### src/rtl/input_arbiter.sv
// Multi-player answer arbiter: synchronize, debounce, round-robin into a FIFO.
// Optional INPUT_LOCKOUT_EN adds lock_clr and per-player lockout after a push.
module input_arbiter #(
  parameter int NPLAYERS        = 4,
  parameter int DEBOUNCE_CYCLES = 1000,
  parameter int FIFO_DEPTH      = 4
) (
  input  logic                  clk,
  input  logic                  rst,
  input  logic [8*NPLAYERS-1:0] gpio_data,
  input  logic [NPLAYERS-1:0]   gpio_strobe,
  input  logic                  rd_en,
`ifdef INPUT_LOCKOUT_EN
  input  logic                  lock_clr,
`endif
  output logic [15:0]           rd_data,
  output logic [3:0]            fifo_count,
  output logic                  irq,
  output logic                  overflow
);

  localparam int CW = $clog2(DEBOUNCE_CYCLES + 1);
  localparam int AW = $clog2(FIFO_DEPTH);
  localparam logic [CW-1:0] CMAX = CW'(DEBOUNCE_CYCLES - 1);
  localparam logic [3:0] FULLC = 4'(FIFO_DEPTH);

  logic [NPLAYERS-1:0]   s1_stb, s2_stb;
  logic [8*NPLAYERS-1:0] s1_dat, s2_dat;
  logic [CW-1:0]         cnt [NPLAYERS];
  logic [NPLAYERS-1:0]   deb, deb_q, press_r;

  logic [NPLAYERS-1:0]   pend;
  logic [7:0]            pdat [NPLAYERS];
  logic [NPLAYERS-1:0]   locked, acc, take;
  logic [1:0]            rr, gnt;
  logic                  gnt_v;

  logic [9:0]            mem [FIFO_DEPTH];
  logic [AW-1:0]         wp, rp;
  logic                  full, empty, push, pop;

  // Synchronizers and per-player debounce counters
  always_ff @(posedge clk or negedge rst) begin
    if (!rst) begin
      s1_stb  <= '0;
      s2_stb  <= '0;
      s1_dat  <= '0;
      s2_dat  <= '0;
      deb     <= '0;
      deb_q   <= '0;
      press_r <= '0;
      for (int p = 0; p < NPLAYERS; p++) cnt[p] <= '0;
    end else begin
      s1_stb  <= gpio_strobe;
      s2_stb  <= s1_stb;
      s1_dat  <= gpio_data;
      s2_dat  <= s1_dat;
      deb_q   <= deb;
      press_r <= deb & ~deb_q;
      for (int p = 0; p < NPLAYERS; p++) begin
        if (s2_stb[p] == deb[p]) begin
          cnt[p] <= '0;
        end else if (cnt[p] == CMAX) begin
          cnt[p] <= '0;
          deb[p] <= s2_stb[p];
        end else begin
          cnt[p] <= cnt[p] + CW'(1);
        end
      end
    end
  end

  // Round-robin: the lowest offset from rr wins, so scan downward
  always_comb begin
    gnt_v = 1'b0;
    gnt   = '0;
    for (int i = NPLAYERS - 1; i >= 0; i--) begin
      if (pend[(int'(rr) + i) % NPLAYERS]) begin
        gnt_v = 1'b1;
        gnt   = 2'((int'(rr) + i) % NPLAYERS);
      end
    end
  end

  assign empty = (fifo_count == 4'd0);
  assign full  = (fifo_count == FULLC);
  assign pop   = rd_en && !empty;
  assign push  = gnt_v && (!full || pop);

  always_comb begin
    take = '0;
    for (int p = 0; p < NPLAYERS; p++) begin
      take[p] = push && (int'(gnt) == p);
    end
  end

  assign acc = press_r & ~locked;

`ifdef INPUT_LOCKOUT_EN
  always_ff @(posedge clk or negedge rst) begin
    if (!rst) begin
      locked <= '0;
    end else if (lock_clr) begin
      locked <= '0;
    end else begin
      locked <= locked | take;
    end
  end
`else
  assign locked = '0;
`endif

  // A slot freed by this cycle's push may accept a same-cycle press
  always_ff @(posedge clk or negedge rst) begin
    if (!rst) begin
      pend     <= '0;
      rr       <= '0;
      overflow <= 1'b0;
      for (int p = 0; p < NPLAYERS; p++) pdat[p] <= '0;
    end else begin
      for (int p = 0; p < NPLAYERS; p++) begin
        if (acc[p] && (!pend[p] || take[p])) begin
          pend[p] <= 1'b1;
          pdat[p] <= s2_dat[8*p +: 8];
        end else if (take[p]) begin
          pend[p] <= 1'b0;
        end
      end
      if (|(acc & pend & ~take)) overflow <= 1'b1;
      if (push) rr <= 2'((int'(gnt) + 1) % NPLAYERS);
    end
  end

  always_ff @(posedge clk) begin
    if (push) mem[wp] <= {gnt, pdat[gnt]};
  end

  always_ff @(posedge clk or negedge rst) begin
    if (!rst) begin
      wp         <= '0;
      rp         <= '0;
      fifo_count <= '0;
    end else begin
      if (push) wp <= wp + AW'(1);
      if (pop)  rp <= rp + AW'(1);
      case ({push, pop})
        2'b10:   fifo_count <= fifo_count + 4'd1;
        2'b01:   fifo_count <= fifo_count - 4'd1;
        default: fifo_count <= fifo_count;
      endcase
    end
  end

  assign rd_data = empty ? 16'h0000 : {1'b1, 5'b0, mem[rp]};
  assign irq     = !empty;

endmodule

### config.mk
export PLATFORM = sky130hd
export DESIGN_NAME = input_arbiter
export DESIGN_NICKNAME = d
export VERILOG_FILES = /design/src/rtl/input_arbiter.sv
export SDC_FILE = /design/constraint.sdc
export NUM_CORES = 1
export LEC_CHECK = 0
export CAP_MARGIN = 20
export CORE_MARGIN = 10
export CORE_UTILIZATION = 40
export CTS_BUF_LIST = sky130_fd_sc_hd__clkbuf_16
export CTS_CLUSTER_SIZE = 24
export DETAILED_ROUTE_END_ITERATION = 10
export MAX_ROUTING_LAYER = met4
export PLACE_DENSITY = 0.58
export REMOVE_ABC_BUFFERS = 1
export SYNTH_ARGS = -nofsm -noshare
export SYNTH_HDL_FRONTEND = slang
export SYNTH_SLANG_ARGS = --single-unit
### constraint.sdc
create_clock -name clk -period 6.55 [get_ports clk]
set_input_delay 1.31 -clock clk [delete_from_list [all_inputs] [get_ports clk]]
set_output_delay 1.31 -clock clk [all_outputs]
set_load 0.02 [all_outputs]
==> results of run 1 <==
-- state kept, by name, indices dropped and copies added, names as in the netlist, 4 cells and up --
register	cells
s1_stb	4
mem	40
pdat	32
s2_stb	4
s2_dat	32
cnt	40
s1_dat	32
deb_q	4
deb	4
fifo_count	4
acc	4
pend	4
-- worst max-delay path by stage --
stage	from	end	cells after the start
after floorplan	rd_en	fifo_count[2]	5
after global placement	rd_en	pdat[12]	6
after detailed placement	rd_en	pdat[16]	6
after CTS	rp[0]	rd_data[1]	3
after global routing	rp[0]	rd_data[1]	3
final	rp[0]	rd_data[1]	3
-- power breakdown --
part | leakage, nW | switching [mW] | internal (mW)
logic | 1.29 | 0.201 | 0.248
clock network | 0.360 | 0.473 | 0.694
registers | 2.43 | 0.0826 | 1.39
-- layout make-up --
class | instances | area (um2)
Multi-Input combinational cell | 384 | 2726
Tap cell | 275 | 344.1
Clock inverter | 13 | 85.08
Clock buffer | 24 | 600.6
Sequential cell | 211 | 5480
Timing Repair Buffer | 59 | 601.8
Fill cell | 1857 | 10960
Inverter | 25 | 93.84
-- synthesized netlist by cell type, types with 2 or more instances --
master | number | area [um2]
a21o_1 | 3 | 22.52
a21oi_1 | 14 | 70.07
a31oi_1 | 11 | 68.82
and2_1 | 18 | 112.6
and3_1 | 10 | 62.56
buf_2 | 7 | 35.03
buf_4 | 6 | 45.04
buf_6 | 2 | 22.52
clkbuf_1 | 15 | 56.30
dfrtp_1 | 171 | 4279
edfxtp_1 | 40 | 1201
ha_1 | 10 | 125.1
inv_1 | 24 | 90.09
mux2_1 | 2 | 22.52
mux2_2 | 19 | 214.0
mux2i_1 | 19 | 190.2
mux4_2 | 10 | 225.2
nand2_1 | 47 | 176.4
nand2b_1 | 13 | 81.33
nand3_1 | 20 | 100.1
nand4_1 | 4 | 25.02
nor2_1 | 47 | 176.4
nor2b_1 | 6 | 37.54
nor3_1 | 13 | 65.06
nor4_1 | 2 | 12.51
o211ai_1 | 16 | 120.1
o21ai_0 | 12 | 60.06
o311ai_0 | 8 | 70.07
or2_2 | 5 | 31.28
or4_1 | 13 | 97.59
xnor2_1 | 30 | 262.8
xor2_1 | 12 | 105.1
-- cell families after synthesis --
group                    after synthesis  share of synthesized area
multiplexers                          50                    0.07723
other                                  1                  0.0004443
adder cells (fa/ha/maj)               11                    0.01720
AND/OR/NAND/NOR                      205                     0.1229
flip-flops                           211                     0.6493
XOR/XNOR                              42                    0.04358
AO/OA/AOI/OAI                         71                    0.05900
buffers and inverters                 56                    0.03039
-- worst max-delay path, cell delays in order, from the launching register on --
cell	delay [ns]
dfrtp_1	0.81
mux4_2	0.58
and2_1	0.18
clkdlybuf4s50_1	0.54
-- routing by layer --
metal | share of wire | vias up
met4 | 0.018 | 0
met1 | 0.46 | 2434
met2 | 0.48 | 105
met3 | 0.044 | 23
li1 | - | 2363
met5 | 0 | -
-- per-stage QoR --
| step | cell area, um2 | setup slack, ns |
|---|---|---|
| floorplan | 8293 | 2.099 |
| CTS | 9905 | 2.563 |
| global placement | 9219 | 2.989 |
| detailed placement | 9219 | 2.920 |
| global route | 9932 | 2.455 |
| finish | 9932 | 2.629 |
==> results.json, run 1 <==
{
  "stdcell_count": 991,
  "rrSetupSlack_ns": 2.92,
  "top_usage_layer": "met2",
  "worst_pin_slew_ns": 0.9445,
  "layout-drive-gt1-share": 0.1061,
  "diodes": 0,
  "hpwl_um": 10510,
  "slew_viol_final": 0,
  "cts_inserted_buffers": 23,
  "start_util": 0.4041,
  "synthArstFlopShare": 0.8104,
  "grt-ovfl-total": 0,
  "drv_cap": 0,
  "layout_commonest_cell": "dfrtp_1",
  "tritoncts": "yes",
  "clock_latency_ns": 0.50,
  "grt.met3_usage": 0.02033,
  "routabilityCongestion": 0.8781,
  "placed_cells": 953,
  "worstPathRequired_ns": 5.24,
  "r2r_cells": 6,
  "port_buffers": 55,
  "dr.pass1.iters": 4,
  "io_pins": 61,
  "end_kind": "output pin",
  "die_h_um": 165.3,
  "grt_pass1_wl_um": 26610,
  "core_area_um2": 20890,
  "slew_headroom": 0.3703,
  "hp-class": "reg -> reg",
  "route.detailed.drc": 0,
  "ctsHoldBuffers": 0,
  "netlist_area_um2": 8441,
  "grt_usage": 0.1214,
  "cts_htree_levels": 1,
  "final-hold-violation-count": 0,
  "ctsLongestPathBuffers": 3,
  "seq_area_frac_synth": 0.6493,
  "rows": 53,
  "finalSetupViolations": 0,
  "synth_cells": 647,
  "max_freq_ghz": 0.2550,
  "synth.avg_cell_area_um2": 13.05,
  "total_power_mw": 3.094,
  "ys_warn_count": 0,
  "clkSlewWorstSetupHoldPaths_ns": 0.06,
  "vias_per_cell": 4.970,
  "r2r_end": "pdat[10]",
  "synth_edf_count": 40,
  "synth_ff_type": "dfrtp_1",
  "critPathArrivalTime_ns": 2.61,
  "tns_ns": 0,
  "crit_fanout": 12,
  "hp-start": "s1_dat[7]",
  "hold_end": "s2_dat[7]",
  "holdPathStages": 0,
  "first_global_vias": 5291,
  "yosys_register_bits": 211,
  "root_buffer": "clkbuf_16",
  "fp.dieW_um": 165.3,
  "gr-usage-met1": 0.1576,
  "antenna_found_initial": 0,
  "finClkSkew_ns": 0.009614,
  "dieArea_um2": 27310,
  "wl_um": 15630,
  "start_kind": "flop",
  "worstReg2RegStart": "pend[1]",
  "crit_type": "reg -> out",
  "initialDrtViolationCount": 236,
  "leakagePower_nw": 4.079,
  "powerDensity_nw_per_um2": 311.5,
  "layout_common_cells": "dfrtp_1, clkdlybuf4s50_1, nand2_1, nor2_1, edfxtp_1",
  "whs_ns": 0.3444,
  "cts-resized-gates": 0,
  "grt_max_degree": 124,
  "areaGrowthSynthToFinish_pct": 17.67,
  "utilization": 0.4755,
  "period_minus_slack_ns": 3.921,
  "nets": 754,
  "synthDistinctLibCells": 50,
  "vias": 4925,
  "status": "complete, no violations",
  "grtUsageMet2": 0.1927,
  "drtAntennaViolNets": 0,
  "cts.sinks": 211,
  "fin_crit_sh": 0.5987,
  "routedWlPerCell_um": 15.77,
  "rsz0062_at_grt": "no",
  "max-vdd-ir-drop_v": 0.0001851,
  "cts_setup_buffers": 0
}
(Power assumes the default switching activity.)
==> run 2: changes to the inputs <==
- PLACE_DENSITY: 0.58 -> 0.6
- clock period: 6.55 -> 3.2 ns (I/O delays scaled with it)
==> results.json, run 2 (same netlist as run 1, synthesis figures left out) <==
{
  "status": "complete, no violations",
  "stdcell_count": 1003,
  "final_area_um2": 10020,
  "wl_um": 15950,
  "fillers": 1858,
  "core_area_um2": 20890,
  "clock_latency_ns": 0.49,
  "fin_crit_sh": 0.9354,
  "ctsLongestPathBuffers": 3,
  "grt_max_degree": 82,
  "rsz0062_at_grt": "no",
  "dieArea_um2": 27310,
  "initialDrtViolationCount": 233,
  "layout_common_cells": "dfrtp_1, clkdlybuf4s50_1, nand2_1, nor2_1, edfxtp_1",
  "grt_pass1_wl_um": 27000,
  "powerDensity_nw_per_um2": 643.4,
  "tritoncts": "yes",
  "slew_viol_final": 0,
  "critPathMaxStageDelay_ns": 0.54,
  "total_power_mw": 6.448,
  "period_minus_slack_ns": 2.993,
  "die_h_um": 165.3,
  "max-vdd-ir-drop_v": 0.0004091,
  "first_global_vias": 5472,
  "worst_pin_slew_ns": 0.7079,
  "hp-class": "in -> async",
  "antenna_found_initial": 0,
  "hpwl_um": 11040,
  "areaGrowthSynthToFinish_pct": 18.74,
  "cts_setup_buffers": 0,
  "root_buffer": "clkbuf_16",
  "place_ws_ns": 0.1596,
  "postPlaceCellArea_um2": 9299,
  "cts_htree_levels": 1,
  "final-hold-violation-count": 0,
  "leakagePower_nw": 4.122,
  "layout-drive-gt1-share": 0.1236,
  "route.detailed.drc": 0,
  "fp.dieW_um": 165.3,
  "start_kind": "flop",
  "cts-resized-gates": 0,
  "clkSlewWorstSetupHoldPaths_ns": 0.06,
  "grt_usage": 0.1229,
  "drtAntennaViolNets": 0,
  "fin_ws_ns": 0.2066,
  "nets": 762,
  "io_pins": 61,
  "cts_inserted_buffers": 23,
  "max_freq_ghz": 0.3341,
  "top_regs": "cnt (40), mem (40)",
  "diodes": 0,
  "critPathSlowestCell": "clkdlybuf4s50_1",
  "crit_type": "reg -> out",
  "routedWlPerCell_um": 15.90,
  "finalSetupViolations": 0,
  "slew_headroom": 0.5237,
  "vias_per_cell": 5.033,
  "grt-ovfl-total": 0,
  "critPathArrivalTime_ns": 2.35,
  "layout_commonest_cell": "dfrtp_1",
  "end_kind": "output pin",
  "worstPathCellList": "buf_4 -> mux4_2 -> and2_1 -> clkdlybuf4s50_1",
  "tns_ns": 0,
  "dr.pass1.iters": 4,
  "routabilityCongestion": 0.8466,
  "finClkSkew_ns": 0.009826,
  "worstPathRequired_ns": 2.56,
  "vias": 5048,
  "cts.sinks": 211,
  "utilization": 0.4798,
  "drv_cap": 0,
  "placed_cells": 962,
  "whs_ns": 0.1814,
  "rows": 53,
  "start_util": 0.4041,
  "crit_fanout": 10,
  "ctsHoldBuffers": 0,
  "port_buffers": 55
}
## run 2: cell count changes in the layout (fill, tap and decap cells not counted), sizes merged
cell | before | now
clkbuf | 24 | 23
buf | 5 | 13
bufinv | 1 | 2
inv | 31 | 29
clkinv | 6 | 11
clkinvlp | 0 | 1
## run 2: worst paths after layout
check                           slack (ns)        from    endpoint  cells after the start
worst max-delay path                  0.21       rp[0]  rd_data[2]                      4
worst min-delay path                  0.18         rst     cnt[13]                      1
worst max register to register        0.43     pend[1]     pdat[8]                      7
worst min register to register        0.34  s1_dat[26]  s2_dat[26]                      0
max in group asynchronous             2.22         rst      cnt[5]                      2
min in group clk                      0.34  s1_dat[26]  s2_dat[26]                      0
## run 2: metal layers
metal  global-route usage  vias up  share of wire
met2               0.1966       97           0.48
met5                    -        -              0
met4              0.03986        0          0.024
li1                     -     2384              -
met3              0.02429       29          0.044
met1               0.1545     2538           0.45
## run 2: power by group
| group | switching [mW] | total [mW] | internal [mW] |
|---|---|---|---|
| Sequential | 0.133 | 2.99 | 2.85 |
| Combinational | 0.448 | 0.968 | 0.521 |
| Clock | 1.02 | 2.49 | 1.47 |
| Total | 1.60 | 6.45 | 4.85 |
## run 2: critical path: cells and delay by family, from the launching register on
kind | cells | cell delay, ns
AND/OR/NAND/NOR | 1 | 0.18
multiplexers | 1 | 0.52
flip-flops | 1 | 0.38
buffers and inverters | 2 | 0.79
## run 2: layout make-up
| cell class | count | area [um2] | area share |
|---|---|---|---|
| flip-flops and latches | 211 | 5480 | 0.5468 |
| multi-input cells | 384 | 2730 | 0.2724 |
| repair buffers | 67 | 654.4 | 0.06529 |
| clock buffers | 23 | 575.6 | 0.05743 |
| well taps | 275 | 344.1 | 0.03433 |
| clock inverters | 18 | 143.9 | 0.01436 |
| inverters | 25 | 93.84 | 0.009363 |
==> run 3: changes to the inputs <==
- ABC_AREA: default -> 1
- SLEW_MARGIN: default -> 20
==> results.json, run 3 <==
{
  "grt-ovfl-total": 0,
  "seq_area_frac_synth": 0.6554,
  "synth_top_cell_area_share": 0.5117,
  "max-vdd-ir-drop_v": 0.0003218,
  "start_kind": "flop",
  "routabilityCongestion": 0.8301,
  "tns_ns": 0,
  "r2r_end": "fifo_count[3]",
  "diodes": 0,
  "rrSetupSlack_ns": 0.90,
  "routedWlPerCell_um": 13.28,
  "crit_fanout": 15,
  "synth_edf_count": 40,
  "start_util": 0.4093,
  "synth.avg_cell_area_um2": 10.56,
  "fp.dieW_um": 164.6,
  "max_freq_ghz": 0.3464,
  "top_usage_layer": "met2",
  "cpMostUsedCell": "nor2_1",
  "layout-drive-gt1-share": 0.09297,
  "synth_ff_type": "dfrtp_1",
  "initialDrtViolationCount": 411,
  "status": "complete, no violations",
  "synthDistinctLibCells": 42,
  "critPathArrivalTime_ns": 2.25,
  "die_h_um": 164.6,
  "worstReg2RegStart": "rr[0]",
  "rsz0062_at_grt": "no",
  "crit_buf_inv": 2,
  "dr.pass1.iters": 5,
  "wl_um": 15300,
  "areaGrowthSynthToFinish_pct": 18.76,
  "clock_latency_ns": 0.50,
  "synth_cells": 792,
  "whs_ns": 0.1198,
  "port_buffers": 55,
  "place_ws_ns": 0.6313,
  "cts.sinks": 211,
  "cts_setup_buffers": 0,
  "core_area_um2": 20430,
  "powerDensity_nw_per_um2": 621.3,
  "cts_inserted_buffers": 22,
  "hp-class": "in -> async",
  "yosys_register_bits": 211,
  "tritoncts": "yes",
  "rows": 52,
  "top_regs": "cnt (40), mem (40)",
  "dieArea_um2": 27090,
  "leakagePower_nw": 4.624,
  "fin_crit_sh": 0.9021,
  "drtAntennaViolNets": 0,
  "gr-usage-met1": 0.1528,
  "vias_per_cell": 4.569,
  "ys_top_cells_by_count": "dfrtp_1, nand2_1, nor2_1",
  "end_kind": "output pin",
  "grt_usage": 0.1171,
  "ctsLongestPathBuffers": 3,
  "grt_pass1_wl_um": 25500,
  "grt_max_degree": 65,
  "slew_headroom": 0.6030,
  "hpwl_um": 10850,
  "synthArstFlopShare": 0.8104,
  "period_minus_slack_ns": 2.887,
  "final-hold-violation-count": 0,
  "finClkSkew_ns": 0.01278,
  "crit_type": "reg -> out",
  "worst_pin_slew_ns": 0.5955,
  "synthMostInstantiatedCell": "dfrtp_1",
  "route.detailed.drc": 0,
  "critPathSlowestCell": "clkdlybuf4s50_1",
  "nets": 917,
  "layout_commonest_cell": "dfrtp_1",
  "slew_viol_final": 0,
  "ctsHoldBuffers": 0,
  "cts_htree_levels": 1,
  "worstPathCellList": "buf_4 -> nor2_1 -> nor2_1 -> o21ai_0 -> a21oi_1 -> clkdlybuf4s50_1",
  "netlist_area_um2": 8362,
  "synthTopCellsByArea": "dfrtp_1, edfxtp_1, nand2_1",
  "total_power_mw": 6.170,
  "clkSlewWorstSetupHoldPaths_ns": 0.05,
  "cp_top_family": "buffers and inverters",
  "finalSetupViolations": 0,
  "r2r_cells": 14,
  "root_buffer": "clkbuf_16",
  "io_pins": 61,
  "grt.met3_usage": 0.02116,
  "ys_warn_count": 0,
  "utilization": 0.4861,
  "grtUsageMet2": 0.1801,
  "worstPathRequired_ns": 2.56,
  "first_global_vias": 5288,
  "critPathMaxStageDelay_ns": 0.62,
  "layout_common_cells": "dfrtp_1, nand2_1, nor2_1, inv_1, nand3_1",
  "drv_cap": 0,
  "fin_ws_ns": 0.3132,
  "yosysTopAreaCell": "dfrtp_1",
  "antenna_found_initial": 0,
  "vias": 5264
}
run 3: power breakdown:
| group | total (mW) | leakage, nW | internal [mW] | switching, mW |
|---|---|---|---|---|
| sequential | 2.92 | 2.65 | 2.83 | 0.0869 |
| clock | 2.35 | 0.353 | 1.37 | 0.978 |
| combinational | 0.904 | 1.62 | 0.407 | 0.497 |
run 3: area by class of cell:
class | instances | area, um2
Timing Repair inverter | 1 | 7.507
Tap cell | 270 | 337.8
Fill cell | 1913 | 10500
Multi-Input combinational cell | 488 | 2490
Sequential cell | 211 | 5482
Clock inverter | 16 | 96.34
Inverter | 77 | 295.3
Timing Repair Buffer | 66 | 646.9
Clock buffer | 23 | 575.6
run 3: how the worst max path moves through the flow:
stage,from,to,slack [ns],cells past startpoint
floorplan,fifo_count[1],fifo_count[3],0.96,12
global placement,rp[0],rd_data[1],0.72,4
detailed placement,rp[0],rd_data[1],0.63,4
CTS,rp[0],rd_data[1],0.1,4
global route,rp[0],rd_data[0],0.17,6
finish,rp[0],rd_data[3],0.31,6
run 3: through the flow:
step / cell area [um2] / std cells
finish: 9931 / 1152
global route: 9931 / 1152
CTS: 9918 / 1151
detailed placement: 9246 / 1112
global placement: 9246 / 1112
floorplan: 8262 / 776
run 3: timing repair:
action,4_1_cts,5_1_grt
resized for setup,0,3
setup endpoints to repair,0,9
hold endpoints to repair,0,0
run 3: metal layers:
| layer | wire, um | up-vias |
|---|---|---|
| met2 | 7131 | 87 |
| met1 | 7102 | 2454 |
| met5 | 0 | - |
| li1 | - | 2693 |
| met3 | 697 | 30 |
| met4 | 372 | 0 |
run 3: cell families (layout without fill, tap and decap cells):
logic type | Yosys count | in the layout | share of synthesized area
compound gates | 80 | 80 | 0.05297
simple gates | 372 | 372 | 0.2042
buf+inv | 97 | 183 | 0.04863
other cells | 1 | 5 | 0.0004485
flops | 211 | 211 | 0.6554
fa+ha+maj | 11 | 11 | 0.01736
xor+xnor | 20 | 20 | 0.02095
